===== src/rtl/dxm_int_servicer_if.sv =====
// Source-side and handler-side signals of the interrupt servicer.
// master = servicer view, slave = interrupt source / handler / bench view.
`timescale 1ns/1ps
interface dxm_int_servicer_if #(
  parameter int VEC_W = 8
);
  localparam int IDX_W = $clog2(VEC_W);

  logic             int_req;
  logic [VEC_W-1:0] status;
  logic [VEC_W-1:0] mask;
  logic             clr_status_1p;
  logic [VEC_W-1:0] clr_vec;
  logic             svc_valid;
  logic [IDX_W-1:0] svc_idx;
  logic             svc_ready;

  modport master (
    input  int_req, status, mask, svc_ready,
    output clr_status_1p, clr_vec, svc_valid, svc_idx
  );

  modport slave (
    output int_req, status, mask, svc_ready,
    input  clr_status_1p, clr_vec, svc_valid, svc_idx
  );
endinterface


===== src/rtl/dxm_int_servicer.sv =====
// Services pending interrupt bits one per pass, lowest index first, then clears them at the source.
// Optional DISPATCH timeout is built only when DXM_INT_SVC_TIMEOUT_EN is defined.
`timescale 1ns/1ps
module dxm_int_servicer #(
  parameter int VEC_W  = 8,
  parameter int TO_CYC = 16
) (
  input  logic                clk,
  input  logic                rst_n,
  input  logic                enable,
  dxm_int_servicer_if.master  bus,
  output logic                busy,
  output logic [7:0]          spur_cnt,
  output logic                svc_timeout
);
  localparam int IDX_W = $clog2(VEC_W);

  typedef enum logic [2:0] {
    IDLE, SAMPLE, DISPATCH, CLEAR, SETTLE1, SETTLE2
  } state_t;

  state_t           state;
  logic [VEC_W-1:0] pend;
  logic             pend_any;
  logic [IDX_W-1:0] low_idx;
  logic             svc_valid_q;
  logic             clr_q;
  logic [VEC_W-1:0] clr_vec_q;
  logic [IDX_W-1:0] idx_q;
  logic             busy_q;
  logic [7:0]       spur_q;
  logic             to_hit;

  assign pend     = bus.status & ~bus.mask;
  assign pend_any = |pend;

  always_comb begin
    low_idx = '0;
    for (int i = VEC_W - 1; i >= 0; i--) begin
      if (pend[i]) low_idx = IDX_W'(i);
    end
  end

`ifdef DXM_INT_SVC_TIMEOUT_EN
  logic [7:0] to_cnt;
  logic       to_pulse;
  assign to_hit      = (to_cnt == 8'(TO_CYC - 1));
  assign svc_timeout = to_pulse;
`else
  assign to_hit      = 1'b0;
  // Constant 0 over the legal TO_CYC range (1..255).
  assign svc_timeout = (TO_CYC < 1);
`endif

  always_ff @(posedge clk or negedge rst_n) begin
    if (!rst_n) begin
      state       <= IDLE;
      svc_valid_q <= 1'b0;
      clr_q       <= 1'b0;
      clr_vec_q   <= '0;
      idx_q       <= '0;
      busy_q      <= 1'b0;
      spur_q      <= '0;
`ifdef DXM_INT_SVC_TIMEOUT_EN
      to_cnt      <= '0;
      to_pulse    <= 1'b0;
`endif
    end else begin
      clr_q     <= 1'b0;
      clr_vec_q <= '0;
`ifdef DXM_INT_SVC_TIMEOUT_EN
      to_pulse  <= 1'b0;
`endif
      case (state)
        IDLE: begin
          if (enable && bus.int_req) begin
            state  <= SAMPLE;
            busy_q <= 1'b1;
          end
        end
        SAMPLE: begin
          if (pend_any) begin
            idx_q       <= low_idx;
            svc_valid_q <= 1'b1;
            state       <= DISPATCH;
`ifdef DXM_INT_SVC_TIMEOUT_EN
            to_cnt      <= '0;
`endif
          end else begin
            if (spur_q != 8'hFF) spur_q <= spur_q + 8'd1;
            busy_q <= 1'b0;
            state  <= IDLE;
          end
        end
        DISPATCH: begin
          // A handshake on the timeout edge wins: the bit counts as serviced.
          if (bus.svc_ready || to_hit) begin
            svc_valid_q <= 1'b0;
            clr_q       <= 1'b1;
            clr_vec_q   <= VEC_W'(1) << idx_q;
            state       <= CLEAR;
`ifdef DXM_INT_SVC_TIMEOUT_EN
            to_pulse    <= !bus.svc_ready;
          end else begin
            to_cnt      <= to_cnt + 8'd1;
`endif
          end
        end
        CLEAR:   state <= SETTLE1;
        SETTLE1: state <= SETTLE2;
        SETTLE2: begin
          busy_q <= 1'b0;
          state  <= IDLE;
        end
        default: begin
          busy_q <= 1'b0;
          state  <= IDLE;
        end
      endcase
    end
  end

  assign bus.svc_valid     = svc_valid_q;
  assign bus.svc_idx       = idx_q;
  assign bus.clr_status_1p = clr_q;
  assign bus.clr_vec       = clr_vec_q;
  assign busy              = busy_q;
  assign spur_cnt          = spur_q;
endmodule


===== src/flat_wrapper.sv =====
// flat-port wrapper written by rule: the top's interface ports become plain ports
module dxm_int_servicer_flat 
#(
  parameter int VEC_W  = 8,
  parameter int TO_CYC = 16
)
  (clk, rst_n, enable, busy, spur_cnt, svc_timeout, bus_int_req, bus_status, bus_mask, bus_svc_ready, bus_clr_status_1p, bus_clr_vec, bus_svc_valid, bus_svc_idx);
  dxm_int_servicer_if #(.VEC_W(VEC_W)) bus_i ();
  input  logic clk;
  input  logic rst_n;
  input  logic enable;
  output logic busy;
  output logic [7:0] spur_cnt;
  output logic svc_timeout;
  input wire logic [$bits(bus_i.int_req)-1:0] bus_int_req;
  input wire logic [$bits(bus_i.status)-1:0] bus_status;
  input wire logic [$bits(bus_i.mask)-1:0] bus_mask;
  input wire logic [$bits(bus_i.svc_ready)-1:0] bus_svc_ready;
  output wire logic [$bits(bus_i.clr_status_1p)-1:0] bus_clr_status_1p;
  output wire logic [$bits(bus_i.clr_vec)-1:0] bus_clr_vec;
  output wire logic [$bits(bus_i.svc_valid)-1:0] bus_svc_valid;
  output wire logic [$bits(bus_i.svc_idx)-1:0] bus_svc_idx;
  assign bus_i.int_req = bus_int_req;
  assign bus_i.status = bus_status;
  assign bus_i.mask = bus_mask;
  assign bus_i.svc_ready = bus_svc_ready;
  assign bus_clr_status_1p = bus_i.clr_status_1p;
  assign bus_clr_vec = bus_i.clr_vec;
  assign bus_svc_valid = bus_i.svc_valid;
  assign bus_svc_idx = bus_i.svc_idx;
  dxm_int_servicer #(.VEC_W(VEC_W), .TO_CYC(TO_CYC)) u_core (.clk(clk), .rst_n(rst_n), .enable(enable), .bus(bus_i), .busy(busy), .spur_cnt(spur_cnt), .svc_timeout(svc_timeout));
endmodule

===== config.mk =====
export PLATFORM = sky130hd
export DESIGN_NAME = dxm_int_servicer_flat
export DESIGN_NICKNAME = d
export VERILOG_FILES = /design/src/rtl/dxm_int_servicer_if.sv /design/src/rtl/dxm_int_servicer.sv /design/src/flat_wrapper.sv
export SDC_FILE = /design/constraint.sdc
export NUM_CORES = 1
export LEC_CHECK = 0
export BUFFER_PORTS_ARGS = -buffer_cell sky130_fd_sc_hd__buf_2
export CAP_MARGIN = 20
export CORE_MARGIN = 1.5
export CORE_UTILIZATION = 31
export CTS_CLUSTER_DIAMETER = 30
export CTS_CLUSTER_SIZE = 8
export DETAILED_ROUTE_END_ITERATION = 12
export PLACE_DENSITY_LB_ADDON = 0.08
export SLEW_MARGIN = 20
export SYNTH_ARGS = -nofsm -noshare
export SYNTH_HDL_FRONTEND = slang
export SYNTH_SLANG_ARGS = --single-unit
export TNS_END_PERCENT = 50

===== constraint.sdc =====
create_clock -name clk -period 3.7 [get_ports clk]
set_input_delay 0.74 -clock clk [delete_from_list [all_inputs] [get_ports clk]]
set_output_delay 0.74 -clock clk [all_outputs]
set_load 0.03 [all_outputs]

==> impl_metrics.toml, run 1 <==
[floorplanning]
pin_count = 44
start_util_pct = 33.4
fp.dieH_um = 66.8
die_w_um = 66.8
core-area_um2 = 3770
dieArea_um2 = 4460
rows = 22

[global_route]
grt.total_usage_pct = 11.3
grt_antenna_before_repair = 0
overflow = 0
grt_max_degree = 26
grt_pass1_wl_mm = 3.80
grt_pass1_vias = 906

[logic_synthesis]
synth.cell_area_um2 = 1260
synth_cells = 116
ys_ff_latch = 25
ys_seq_area_share_pct = 49.7
ys_warn_count = 0
ys_types = 35
synth_nets = 138
synth.avg_cell_area_um2 = 10.9

[setup_path]
worstSetupStartpoint = "bus_status[1]"
crit_family = "simple AND/OR/NAND/NOR gates"
timing.rr.start = "u_core.spur_cnt[0]"
cp-end-kind = "flop"
slowest_stage = "nor4_4"
path_depth = 6
reg2reg_to = "u_core.spur_cnt[1]"
slowest_delay_ps = 370
worstRegToRegCells = 6
worstPathArrival_ps = 2030
path_cells = "buf_2 -> nor2b_4 -> nor4_4 -> nand3_4 -> nor2_2 -> mux2_1"
reg2reg_slack_ps = 1990
crit_required_ps = 3860
setup.worst_path.end = "u_core.spur_cnt[1]"
crit_buf_inv = 1
path_max_fanout = 9
crit_type = "primary input to flop"
crit_path_start_kind = "primary input"

[clocking]
cts_tree = "built"
post_cts_resized = 0
cts_sinks = 25
cts_hold_buf = 0
root_buffer = "clkbuf_8"
postCtsSetupRepairBufs = 0
htreeDepth = 1
cts_buffers = 3
insertion_delay_ps = 270
clockBufferDepth = 2
clk_pin_slew_ps = 90

[placement]
gp_congestion = 0.791
place_ws_ps = 1520
hpwlAfterDp_mm = 1.84
placed_area_um2 = 1510
io_buffers = 42
place_inst = 203

[power_and_ir_drop]
leakage_nw = 0.791
powerDensity_nw_per_um2 = 579
ir_drop_v = 0.000180
p_total_mw = 0.905

[sta]
finClkSkew_ps = 2.02
hold_viol = 0
drv_slew = 0
setup_slack_ps = 1830
timing.slew.headroom_pct = 63.3
fin_crit_sh_pct = 50.6
setup_tns_ps = 0
rsz0062_at_grt = "false"
max_freq_mhz = 534
worst_slew_pin_slew_ps = 550
layout_min_cycle_time_ps = 1870
hold_slack_ps = 445
finalSetupViolCount = 0

[final_layout]
areaGrowthSynthToFinish_pct = 24.0
num-nets-final = 182
fillers = 381
fin_util_pct = 41.4
fin_cells = 207
layout-drive-gt1-share_pct = 39.0
final_cell_area_um2 = 1560
antennaDiodeCount = 0

[detailed_routing]
drt_iter0_drc = 20
finalWirelength_mm = 2.31
drc = 0
routed_via_density = 4.60
post_drt_wl_per_cell_um = 11.2
ant_nets = 0
vias = 952
drtPass1Iterations = 4

[outcome]
status = "complete, no violations"

[hold_path]
hp-class = "primary input to asynchronous set/reset pin"

[run]
drv_cap = 0
[cell usage in the layout (no fill, tap or decap), types with 5 or more instances in the layout]
cell type,instances
o21ai_0,6
nand3_1,5
xor2_1,6
nand2_1,8
nand2b_1,6
nor2_1,11
buf_2,42
dfrtp_1,25
[Yosys cell counts]
library cell | count | share of area [%]
nor2_2 | 1 | 0.50
a21o_1 | 1 | 0.60
nor3b_2 | 2 | 2.0
nor3_2 | 3 | 2.4
nor2_4 | 1 | 0.89
conb_1 | 1 | 0.30
a31oi_1 | 1 | 0.50
nor2_1 | 11 | 3.3
nor4_4 | 2 | 3.4
nand3_1 | 5 | 2.0
xor2_1 | 6 | 4.2
inv_1 | 4 | 1.2
mux2_1 | 2 | 1.8
nand3_4 | 1 | 1.4
nor2b_4 | 4 | 4.4
nand2_1 | 8 | 2.4
and3_1 | 3 | 1.5
o22a_1 | 1 | 0.70
and3_2 | 1 | 0.60
o21ai_0 | 6 | 2.4
nor2b_1 | 4 | 2.0
o41a_1 | 1 | 0.89
nor3_1 | 4 | 1.6
dfrtp_1 | 25 | 50
a221oi_1 | 1 | 0.70
a21o_2 | 1 | 0.70
ha_1 | 1 | 0.99
o31ai_1 | 1 | 0.60
clkbuf_1 | 1 | 0.30
or4_1 | 1 | 0.60
buf_4 | 1 | 0.60
clkbuf_2 | 1 | 0.40
nand3b_1 | 1 | 0.60
a21oi_1 | 3 | 1.2
nand2b_1 | 6 | 3.0
[registers in the layout (all words and copies together), names as in the netlist]
name                      flops
u_core.bus.svc_valid          1
u_core.bus.svc_idx            3
u_core.state                  3
u_core.busy                   1
u_core.bus.clr_status_1p      1
u_core.bus.clr_vec            8
u_core.spur_cnt               8
[final cells by class]
cell class / instances / area, um2 / area share (%)
multi-input cells: 84 / 603 / 38.6
clock inverters: 1 / 7.51 / 0.480
inverters: 4 / 15.0 / 0.961
repair buffers: 42 / 210 / 13.5
clock buffers: 3 / 41.3 / 2.64
flip-flops and latches: 25 / 626 / 40.0
well taps: 48 / 60.1 / 3.84
[worst reg2reg max path, cell delays in order, from the launching register on]
cell and delay (ps):
dfrtp_1 420, ha_1 210, and3_1 160, nand3_1 190
nor2_4 250, nor2_2 70, mux2_1 300
[power by group]
group / internal (mW) / switching, mW / leakage, nW
combinational: 0.125 / 0.209 / 0.443
sequential: 0.335 / 0.0706 / 0.327
clock: 0.0763 / 0.0897 / 0.0217
[layer usage]
layer / up-vias / global-route usage [%] / part of all wire, %
met1: 435 / 13.7 / 44
met2: 35 / 18.6 / 47
li1: 478 / - / -
met3: 4 / 3.21 / 7.4
met4: 0 / 5.10 / 1.2
met5: - / 0 / 0
[logic make-up after synthesis]
logic type	synth area share, %
other	0.298
buffers and inverters	2.48
xor gates and xnor gates	4.17
muxes	1.79
DFF	49.7
adders and majority gates	0.993
and+or+nand+nor	32.4
AOI/OAI and AO/OA	8.24
[worst min-delay path by stage]
stage	to	cells past startpoint	startpoint	slack [ps]
detailed placement	u_core.busy	1	u_core.busy	500
floorplan	u_core.bus.clr_status_1p	0	rst_n	440
CTS	u_core.state[1]	1	rst_n	470
global placement	u_core.busy	1	u_core.busy	490
finish	u_core.spur_cnt[4]	1	rst_n	450
global route	u_core.state[1]	1	rst_n	480
(Power assumes the default switching activity.)
==> run 2, diff against run 1 <==
==> constraint.sdc (replaced) <==
create_clock -name clk -period 1.8 [get_ports clk]
set_input_delay 0.36 -clock clk [delete_from_list [all_inputs] [get_ports clk]]
set_output_delay 0.36 -clock clk [all_outputs]
set_load 0.03 [all_outputs]
==> run 2 against run 1 <==
Compared with the run above: combinational power grew 110%; non-clock buffer count grew 4; clock power grew 100%; total power is 110% higher; critical path type is now flop to flop; largest cell class unchanged; highest routed layer unchanged.
==> impl_metrics.toml, run 2 (synthesized netlist as in run 1, its figures left out) <==
[setup_path]
reg2reg_to = "u_core.spur_cnt[1]"
worstRegToRegCells = 6
cp-end-kind = "flop"
crit_buf_inv = 0
timing.rr.start = "u_core.spur_cnt[0]"
crit_path_start_kind = "flop"
path_depth = 6
reg2reg_slack_ps = 130
slowest_stage = "dfrtp_1"
slowest_delay_ps = 410
crit_type = "flop to flop"
crit_family = "simple AND/OR/NAND/NOR gates"
path_max_fanout = 5
worstPathArrival_ps = 1820
crit_required_ps = 1950
path_cells = "ha_1 -> and3_1 -> nand3_1 -> nor2_4 -> nor2_2 -> mux2_1"

[floorplanning]
pin_count = 44
dieArea_um2 = 4460
start_util_pct = 33.4
die_w_um = 66.8
fp.dieH_um = 66.8
core-area_um2 = 3770
rows = 22

[power_and_ir_drop]
leakage_nw = 0.811
powerDensity_nw_per_um2 = 1170
p_total_mw = 1.87
ir_drop_v = 0.000641

[clocking]
insertion_delay_ps = 260
postCtsSetupRepairBufs = 0
clockBufferDepth = 2
post_cts_resized = 0
cts_hold_buf = 0
root_buffer = "clkbuf_8"
cts_buffers = 3
cts_sinks = 25
htreeDepth = 1
cts_tree = "built"
clk_pin_slew_ps = 90

[placement]
hpwlAfterDp_mm = 1.84
gp_congestion = 0.787
place_inst = 207
io_buffers = 42
place_ws_ps = 58.6

[hold_path]
hp-class = "primary input to asynchronous set/reset pin"

[global_route]
grtUsageMet3_pct = 3.38
grt.total_usage_pct = 11.4
overflow = 0
grt_pass1_wl_mm = 3.88
busiest_layer = "met2"
grt_pass1_vias = 904
use_met1_pct = 14.4
grt_antenna_before_repair = 0
grt_max_degree = 26
use_met2_pct = 19.0

[sta]
hold_viol = 0
fin_crit_sh_pct = 92.8
max_freq_mhz = 599
layout_min_cycle_time_ps = 1670
worst_slew_pin_slew_ps = 535
timing.slew.headroom_pct = 64.3
finClkSkew_ps = 1.64
hold_slack_ps = 65.5
finalSetupViolCount = 0
drv_slew = 0
setup_tns_ps = 0
rsz0062_at_grt = "false"
setup_slack_ps = 130

[detailed_routing]
finalWirelength_mm = 2.27
routed_via_density = 4.53
vias = 955
ant_nets = 0
drtPass1Iterations = 4
drt_iter0_drc = 28
drc = 0
post_drt_wl_per_cell_um = 10.7

[final_layout]
most-common-layout-cells = "buf_2 (42), dfrtp_1 (25), nor2_1 (11)"
layout-drive-gt1-share_pct = 40.5
regArea_um2 = 626
fin_cells = 211
areaGrowthSynthToFinish_pct = 26.4
fillers = 392
num-nets-final = 186
mostFrequentLayoutCell = "buf_2"
antennaDiodeCount = 0
multi_input_area_um2 = 603

[run]
drv_cap = 0

[outcome]
status = "complete, no violations"
run 2: report_power, final:
| group | switching [mW] | internal (mW) |
|---|---|---|
| combinational | 0.435 | 0.269 |
| clock | 0.175 | 0.156 |
| sequential | 0.141 | 0.689 |
| total | 0.751 | 1.11 |
run 2: cell type report:
class,instances,area share [%]
clock buffer,3,2.59
clock inverter,1,0.471
inverter,4,0.943
multi-input combinational,84,37.9
sequential,25,39.3
tap,48,3.77
timing repair buffer,46,15.1
run 2: metal layers:
metal | vias to the layer above | wire length, um | share of wire, %
met2 | 31 | 1010 | 45
met3 | 2 | 159 | 7.0
met4 | 0 | 16 | 0.71
li1 | 491 | - | -
met5 | - | 0 | 0
met1 | 431 | 1080 | 48
run 2: how the worst max path moves through the flow:
stage,startpoint,end,slack [ps]
after floorplan,u_core.spur_cnt[0],u_core.spur_cnt[1],30
after global placement,bus_status[5],u_core.spur_cnt[7],100
after detailed placement,bus_status[5],u_core.spur_cnt[4],60
after CTS,u_core.spur_cnt[0],u_core.spur_cnt[1],120
after global routing,u_core.spur_cnt[0],u_core.spur_cnt[1],20
final,u_core.spur_cnt[0],u_core.spur_cnt[1],130
run 2: worst reg2reg max path, stage by stage (launching register included):
cell     delay [ps]
dfrtp_1         410
ha_1            200
and3_1          160
nand3_1         180
nor2_4          250
nor2_2           60
mux2_1          300
run 2: stage by stage:
stage | cell area (um2) | utilization (%)
detailed placement | 1540 | 40.9
finish | 1590 | 42.2
global placement | 1540 | 40.9
CTS | 1590 | 42.2
floorplan | 1260 | -
global route | 1590 | 42.2
